`config.mk`:
```
export PLATFORM = sky130hd
export DESIGN_NAME = bus_gate_arbiter
export DESIGN_NICKNAME = d
export VERILOG_FILES = /design/src/rtl/bus_gate_pkg.sv /design/src/rtl/rr_pick.sv /design/src/rtl/bus_gate_arbiter.sv
export SDC_FILE = /design/constraint.sdc
export NUM_CORES = 1
export LEC_CHECK = 0
export ABC_AREA = 1
export CAP_MARGIN = 15
export CORE_ASPECT_RATIO = 1.5
export CORE_UTILIZATION = 30
export CTS_BUF_LIST = sky130_fd_sc_hd__clkbuf_2 sky130_fd_sc_hd__clkbuf_4 sky130_fd_sc_hd__clkbuf_8
export DETAILED_ROUTE_END_ITERATION = 10
export GPL_ROUTABILITY_DRIVEN = 0
export SLEW_MARGIN = 5
export SYNTH_ARGS = -nofsm -noshare
export SYNTH_HDL_FRONTEND = slang
export SYNTH_HIERARCHICAL = 1
export SYNTH_SLANG_ARGS = --single-unit
```
`constraint.sdc`:
```
create_clock -name clk -period 2.4 [get_ports clk]
set_clock_uncertainty 0.1 [all_clocks]
set_input_delay 0.24 -clock clk [delete_from_list [all_inputs] [get_ports clk]]
set_output_delay 0.24 -clock clk [all_outputs]
set_load 0.005 [all_outputs]
```
`src/rtl/bus_gate_pkg.sv`:
```
// bus_gate_pkg: shared state encoding, default parameters and width helper for the bus gate arbiter
package bus_gate_pkg;
    typedef enum logic [1:0] {IDLE, GRANT, TURN} state_t;
    localparam int N_REQ_DEF = 4;
    localparam int MAX_HOLD_DEF = 16;
    localparam int TURNAROUND_DEF = 1;
    function automatic int idx_w(input int n);
        return (n <= 2) ? 1 : $clog2(n);
    endfunction
endpackage

```
`src/rtl/rr_pick.sv`:
```
// rr_pick: combinational round-robin picker, first set request at or after ptr with wrap
module rr_pick #(
    parameter int N = 4,
    parameter int W = 2
) (
    input  logic [N-1:0] req,
    input  logic [W-1:0] ptr,
    output logic [N-1:0] win_oh,
    output logic [W-1:0] win_idx,
    output logic         found
);
    logic [W-1:0] j;
    always_comb begin
        win_oh = '0;
        win_idx = '0;
        found = 1'b0;
        j = '0;
        for (int i = 0; i < N; i++) begin
            j = W'((int'(ptr) + i) % N);
            if (!found && req[j]) begin
                found = 1'b1;
                win_oh[j] = 1'b1;
                win_idx = j;
            end
        end
    end
endmodule

```
`src/rtl/bus_gate_arbiter.sv`:
```
// bus_gate_arbiter: round-robin owner of the gated bus line with turnaround gap and hold limit
module bus_gate_arbiter
    import bus_gate_pkg::*;
#(
    parameter int N_REQ = N_REQ_DEF,
    parameter int MAX_HOLD = MAX_HOLD_DEF,
    parameter int TURNAROUND = TURNAROUND_DEF
) (
    input  logic                       clk,
    input  logic                       rst,
    input  logic [N_REQ-1:0]           req,
    output logic [N_REQ-1:0]           grant,
    output logic [$clog2(N_REQ)-1:0]   owner,
    output logic                       busy,
    output logic                       timeout
);
    localparam int OW = idx_w(N_REQ);
    localparam int HW = idx_w(MAX_HOLD + 1);
    localparam int TW = idx_w(TURNAROUND + 1);

    state_t state_q, state_d;
    logic [N_REQ-1:0] grant_q, grant_d, pick_oh;
    logic [OW-1:0] owner_q, owner_d, ptr_q, ptr_d, pick_idx;
    logic [HW-1:0] hold_q, hold_d;
    logic [TW-1:0] turn_q, turn_d;
    logic busy_q, busy_d, timeout_q, timeout_d, pick_any, arb;

    rr_pick #(.N(N_REQ), .W(OW)) u_pick (
        .req(req),
        .ptr(ptr_q),
        .win_oh(pick_oh),
        .win_idx(pick_idx),
        .found(pick_any)
    );

    always_comb begin
        state_d = state_q;
        ptr_d = ptr_q;
        hold_d = '0;
        turn_d = '0;
        grant_d = '0;
        owner_d = owner_q;
        timeout_d = 1'b0;
        arb = (state_q == IDLE) || (state_q == TURN && turn_q == TW'(TURNAROUND));
        if (state_q == GRANT) begin
            grant_d = grant_q;
            hold_d = (hold_q == HW'(MAX_HOLD)) ? hold_q : hold_q + 1'b1;
            if (!req[owner_q]) begin
                state_d = TURN;
                grant_d = '0;
                hold_d = '0;
                turn_d = TW'(1);
            end else if (MAX_HOLD != 0 && hold_q == HW'(MAX_HOLD) && |(req & ~grant_q)) begin
                state_d = TURN;
                grant_d = '0;
                hold_d = '0;
                turn_d = TW'(1);
                timeout_d = 1'b1;
            end
        end else if (arb) begin
            state_d = pick_any ? GRANT : IDLE;
            if (pick_any) begin
                grant_d = pick_oh;
                owner_d = pick_idx;
                ptr_d = (pick_idx == OW'(N_REQ - 1)) ? '0 : pick_idx + 1'b1;
                hold_d = HW'(MAX_HOLD != 0);
            end
        end else begin
            turn_d = turn_q + 1'b1;
        end
        busy_d = |grant_d;
    end

    always_ff @(posedge clk) begin
        if (rst) begin
            state_q <= IDLE;
            ptr_q <= '0;
            hold_q <= '0;
            turn_q <= '0;
            grant_q <= '0;
            owner_q <= '0;
            busy_q <= 1'b0;
            timeout_q <= 1'b0;
        end else begin
            state_q <= state_d;
            ptr_q <= ptr_d;
            hold_q <= hold_d;
            turn_q <= turn_d;
            grant_q <= grant_d;
            owner_q <= owner_d;
            busy_q <= busy_d;
            timeout_q <= timeout_d;
        end
    end

    assign grant = grant_q;
    assign owner = owner_q;
    assign busy = busy_q;
    assign timeout = timeout_q;
endmodule

```
* Word level (Yosys, flattened, before mapping)
Cells that the tools add are included.
** Storage, ports and cells
- Word-level logic and storage cells :: 107
- Flip-flop bits (word level) :: 18
- Output and inout port bits :: 8
- Input bits :: 6
** Operators by class
- Mux-type cells :: 51
- Bitwise gates (word level) :: 7
- Equal/unequal tests :: 6
- Reduce and logical (&&, ||, !) cells :: 20
- Add/subtract/negate cells :: 6
- Order comparisons :: 9
** Operator list (count)
- 4-bit two-way mux :: 9
- 1-bit two-way mux :: 20
- 5-bit two-way mux :: 4
- 2-bit two-way mux :: 9
- 2-bit by 3-bit less-than comparator with 1-bit output, second input constant :: 5
- 4-bit bitwise OR :: 3
- 1-bit binary-select mux with 2-bit select :: 5
- 1-bit logical AND :: 9
- 1-bit demux with 2-bit select :: 4
- 2-bit by 1-bit greater-or-equal comparator with 1-bit output, second input constant :: 4
- 4-bit OR reduction :: 2
- 5-bit by 1-bit adder with 5-bit output, second input constant :: 1
- 5-bit == test, second input constant :: 1
- 2-bit by 1-bit adder with 2-bit output, second input constant :: 2
- 2-bit adder, second input constant :: 2
- 4-bit bitwise AND :: 1
- 2-bit == test, second input constant :: 2
- 4-bit by 3-bit != test with 1-bit output, second input constant :: 1
- 4-bit NOT :: 1
- 1-bit logical NOT :: 3
- 3-bit by 2-bit != test with 1-bit output, second input constant :: 1
- 3-bit AND reduction :: 1
- 3-bit OR reduction :: 1
- 2-bit by 1-bit == test with 1-bit output, second input constant :: 1
- other kinds (6) :: 7

* Depth between registers and ports, before layout
Gate-level depths: netlist of the first run.
- Word-level depth :: 16
- Gate-level depth with buffers :: 14
- Gate-level depth less buffers :: 13

* By module
Netlist of the first run, hierarchy kept.
** By module, submodules not included
- bus_gate_arbiter :: cells each 115, area each 865.8 um^2, instances 1, seq. area each 360.3 um^2
- rr_pick :: cells each 74, area each 440.4 um^2, instances 1, seq. area each 0.0 um^2

* Least setup slack after synthesis of the first run
No wires, ideal clock.
- Path type :: reg-to-reg
- Start :: register ptr_q[0]
- End :: register busy_q, in the netlist busy
- Library setup time :: 0.132 ns
- Period minus slack after synthesis :: 2.282 ns
- Data required time :: 2.168 ns
- Arrival time :: 2.049 ns
- Stages on the path, launching flop included :: 15
- Slack :: 0.118 ns
- Buffers on the path :: 1
- Path through :: dfxtp_1 -> inv_2 -> ha_1 -> inv_1 -> nand2_1 -> nand2_2 -> nor2_4 -> buf_6 -> nand4_1 -> nand3_1 -> inv_1 -> nand2_1 -> nand2_1 -> nor2_1 -> a21oi_1
** On the way
- Word-level cells in the longest chain between the ends :: 16
- Elaborated cells on any way between the ends :: 52
- Classes of those cells :: add/sub: 3; order compare: 8; mux: 27; bitwise: 3; reduce/logical: 11
** Ends and longest elaborated chain
- from (decl) :: line bus_gate_arbiter.sv:23 : logic [OW-1:0] owner_q, owner_d, ptr_q, ptr_d, pick_idx;
- from (signal assigned) :: line bus_gate_arbiter.sv:86 : ptr_q <= ptr_d;
- parallel branches: the longest is 11 deep, another holds 2-bit by 1-bit adder with 2-bit output
- 1-bit two-way mux (*) :: line rr_pick.sv:20 : if (!found && req[j]) begin
- named net pick_any :: line bus_gate_arbiter.sv:26 : logic busy_q, busy_d, timeout_q, timeout_d, pick_any, arb;
- 4-bit two-way mux (*) :: line bus_gate_arbiter.sv:62 : if (pick_any) begin
- 4-bit two-way mux (*) :: line bus_gate_arbiter.sv:60 : end else if (arb) begin
- 4-bit two-way mux (*) :: line bus_gate_arbiter.sv:45 : if (state_q == GRANT) begin
- 4-bit OR reduction (*) :: line bus_gate_arbiter.sv:71 : busy_d = |grant_d;
- to (signal assigned) :: line bus_gate_arbiter.sv:91 : busy_q <= busy_d;
- to (decl) :: line bus_gate_arbiter.sv:26
Mark *: on every way through the listed nets, which the timed path passes. The select of a mux whose other input is x is not followed.
A chain may end at the register's enable or synchronous reset.

* Worst setup path after layout of the first run
- Start :: register ptr_q[1]
- End :: register ptr_q[1]
** On the way
- Word-level cells in the longest chain between the ends :: 14
- Elaborated cells on any way between the ends :: 29
- Classes of those cells :: add/sub: 4; eq/ne: 1; mux: 17; reduce/logical: 7
** Ends and longest elaborated chain
- parallel branches: the longest is 11 deep, another holds 2-bit by 1-bit adder with 2-bit output
- 2-bit two-way mux (*) :: line rr_pick.sv:20
- named net pick_idx[0] :: line bus_gate_arbiter.sv:23
- 2-bit by 1-bit adder with 2-bit output or 2-bit == test (tied branches) :: line bus_gate_arbiter.sv:65 : ptr_d = (pick_idx == OW'(N_REQ - 1)) ? '0 : pick_idx + 1'b1;
- 2-bit two-way mux (*) :: line bus_gate_arbiter.sv:65
Marks and branches as above.

==> results.cfg, run 1 <==
[synth]
yosysSeqAreaShare_pct = 27.6
dominant_register_cell_in_the_synthesized_netlist = dfxtp_1
synth_edf_count = 0
synthesis.nets = 203
async_flop_share_pct = 0
synth.mux.area_fraction_pct = 0
synth.ff_latch_count = 18
synth_fa_ha_area_share_pct = 7.66
synth_compound_gate_area_share_pct = 13.9
mappedNetlistArea_um2 = 1310
basic_gate_share_of_the_synthesized_area_counting_and_or_nand_and_nor_cells_pct = 40.9
yosys.cell_types.count = 28
mapped_avg_cell_area_um2 = 6.91
synthesis.instances = 189
synth_xor_xnor_area_share_pct = 1.34
largest_family_of_logic_cells_by_synthesized_area = simple AND/OR/NAND/NOR gates
yosys_warnings = 6

[global_routing]
grt.total_usage_pct = 14.5
grt-ovfl-total = 0
global_route_wire_length_before_repair_mm = 5.40
grt_start_max_net_pins = 14
first_global_vias = 1253
antenna_violations_before_repair = 0

[worst_setup_path]
start_kind = flip-flop
crit_type = flip-flop to flip-flop
r2r.worst_path.cells = 11
critical_path.endpoint_type = flip-flop
max_stage_delay_ns = 0.37
timing.critical_path.fanout_max = 6
crit_required_ns = 2.42
slowest_stage = ha_1
path_cells = inv_1, ha_1, inv_1, nand3_1, nand2_1, nor2_2, a21oi_1, nand3_1, ha_1, nand2_1, a21oi_1
cp_data_arrival_time_ns = 2.13

[run]
cap_viol_max_count = 0

[cts]
tritoncts = built
clk_latency_ns = 0.25
cts-htree-levels = 1
hold_buffers_post_cts = 0
clkSinkCount = 18
ctsRootBufferMaster = clkbuf_8
clock_path_buffers = 2
cts_buffers = 3
post_cts_setup_buffer_count = 0
clkTransAtPathRegs_ns = 0.07

[detailed_routing]
drt-wirelength-per-cell_um = 12.1
via_count = 1297
postRouteAntennaNets = 0
remaining_drc_errors = 0
drt_wl_total_mm = 3.11
drtPass1Iterations = 4
dr.first_iter.drc_count = 34
routed_via_density = 5.07

[die]
die_area_um2 = 4630
coreArea_um2 = 4210
die_x_um = 55.9
initial_cell_density_of_the_core_pct = 31.0
die-height_um = 82.8
floorplan.rows = 29
io-pin-count = 14

[power_and_ir_drop]
power.leakage_nw = 0.720
net-switching-power_mw = 0.836
part_of_the_total_power_dissipated_in_the_clock_network_pct = 11.9
vdd_drop_max_mv = 0.473
final_total_power_mw = 1.76
p_comb_share_pct = 63.5
netSwitchingFraction_pct = 47.4
p_int_mw = 0.926
share_seq_of_total_power_pct = 24.6
power_per_cell_area_nw_per_um2 = 1120

[finish]
area_of_the_multi_input_gates_um2 = 836
finalCoreUtilization_pct = 37.4
insertedDiodeCount = 0
area_growth_syn_to_layout_pct = 20.6
design.final.nets = 226
count_of_non_filler_cells_in_the_finished_layout = 256
final_layout_size_suffix_gt1_share_pct = 14.8
seqCellArea_um2 = 360
fillers = 473

[status]
status = finished clean

[sta]
setup-violations-final = 0
slew_at_the_pin_closest_to_its_max_slew_limit_ns = 0.490
timing_max_transition_violations_final = 0
final-hold-violation-count = 0
relSlewSlack_pct = 67.2
setup_repair_after_global_routing_missed_its_margin = false
shortest_clock_period_the_worst_path_allows_after_layout_ns = 2.11
fmaxAchievable_ghz = 0.474
final.setup.tns_ns = 0
finalCritPeriodShare_pct = 87.9

[min_path]
min_path_cells = 2
hold_path.class = flip-flop to flip-flop

[placement]
placement.io_buffers = 13
dpl.cell_count = 253
detailedPlacementHpwl_mm = 2.53
[path summary, 6_finish.rpt]
path | start | end | slack [ns]
max | ptr_q[1]$_SDFFE_PP0P_ | ptr_q[1]$_SDFFE_PP0P_ | 0.29
min | state_q[0]$_SDFFE_PP0P_ | state_q[0]$_SDFFE_PP0P_ | 0.37
max reg2reg | ptr_q[1]$_SDFFE_PP0P_ | ptr_q[1]$_SDFFE_PP0P_ | 0.29
min reg2reg | state_q[0]$_SDFFE_PP0P_ | state_q[0]$_SDFFE_PP0P_ | 0.37
[area by class of cell]
type / count / share of cell area, %
inverter: 26 / 6.20
multi-input combinational: 143 / 53.1
sequential: 18 / 22.9
clock buffer: 3 / 2.62
timing repair buffer: 20 / 11.6
tap: 46 / 3.65
[registers in the layout, indices dropped and copies added, names as in the netlist]
| register | cells |
|---|---|
| hold_q | 5 |
| grant | 4 |
| owner | 2 |
| ptr_q | 2 |
| state_q | 2 |
| busy | 1 |
| timeout | 1 |
| turn_q | 1 |
[worst max-delay path: cells and delay by family, from the launching register on]
kind                     cells  cell delay (ns)
AO/OA/AOI/OAI                2             0.16
buffers and inverters        2             0.17
flip-flops                   1             0.33
AND/OR/NAND/NOR              5             0.58
adder cells (fa/ha/maj)      2             0.62
[synthesized netlist by cell type (2+ instances only)]
cell / instances / area share [%]
nand2_1: 45 / 13
nand3_1: 26 / 10
inv_1: 23 / 6.6
a21oi_1: 21 / 8.0
dfxtp_1: 18 / 28
nand2_2: 9 / 4.3
ha_1: 8 / 7.7
nand4_1: 7 / 3.4
nor2_1: 5 / 1.4
a21boi_0: 4 / 2.3
o21ai_0: 4 / 1.5
inv_2: 2 / 0.57
xor2_1: 2 / 1.3
[stage by stage]
step | setup slack [ns] | cell area, um^2 | hold slack, ns
6_report | 0.291 | 1580 | 0.366
3_5_place_dp | 0.107 | 1530 | 0.366
2_1_floorplan | 0.118 | 1310 | 0.219
5_1_grt | 0.0742 | 1580 | 0.390
3_3_place_gp | 0.110 | 1530 | 0.350
4_1_cts | 0.211 | 1570 | 0.375
[placed cells by master, fill, tap and decap left out]
master,n
a21boi_0,4
a21oi_1,21
buf_4,7
clkbuf_8,3
clkdlybuf4s50_1,13
clkinv_1,1
dfxtp_1,18
ha_1,8
inv_1,23
inv_2,2
nand2_1,45
nand2_2,9
nand2_4,1
nand3_1,26
nand3_2,1
nand3_4,1
nand4_1,7
nor2_1,4
nor2_2,1
nor2_4,1
nor2_8,1
nor3_1,1
nor3_2,1
nor3_4,1
nor4_1,1
o211a_1,1
o21ai_0,4
o21ai_4,1
or2_4,1
xor2_1,2
[cell families (layout without fill, tap and decap cells)]
group / Yosys count / in the layout
fa+ha+maj: 8 / 8
flops: 18 / 18
compound gates: 31 / 31
buf+inv: 28 / 49
simple gates: 102 / 102
xor+xnor: 2 / 2
[what timing repair did]
action / in CTS / in global routing
setup endpoints to repair: 0 / 2
hold endpoints to repair: 0 / 0
gates resized for setup: 0 / 1
[metal layers]
layer	up-vias	global-route usage (%)	wire (um)
met5	-	0	0
met4	0	8.43	108
met3	9	0.935	49
met2	23	27.3	1670
met1	596	15.5	1270
li1	669	-	-
[power groups by stage]
stage | Sequential, mW | Combinational [mW] | Clock, mW
2_1_floorplan | 0.446 | 0.767 | 0
3_3_place_gp | 0.440 | 1.11 | 0
3_5_place_dp | 0.440 | 1.11 | 0
4_1_cts | 0.435 | 1.11 | 0.215
5_1_grt | 0.442 | 1.26 | 0.233
6_report | 0.433 | 1.12 | 0.210
(Power assumes the default switching activity.)
==> run 2: changes to the inputs <==
- CORE_MARGIN: default -> 1
- SLEW_MARGIN: 5 -> default
==> results of run 2 <==
Final layout, timing and power as in run 1 (identical DEF).
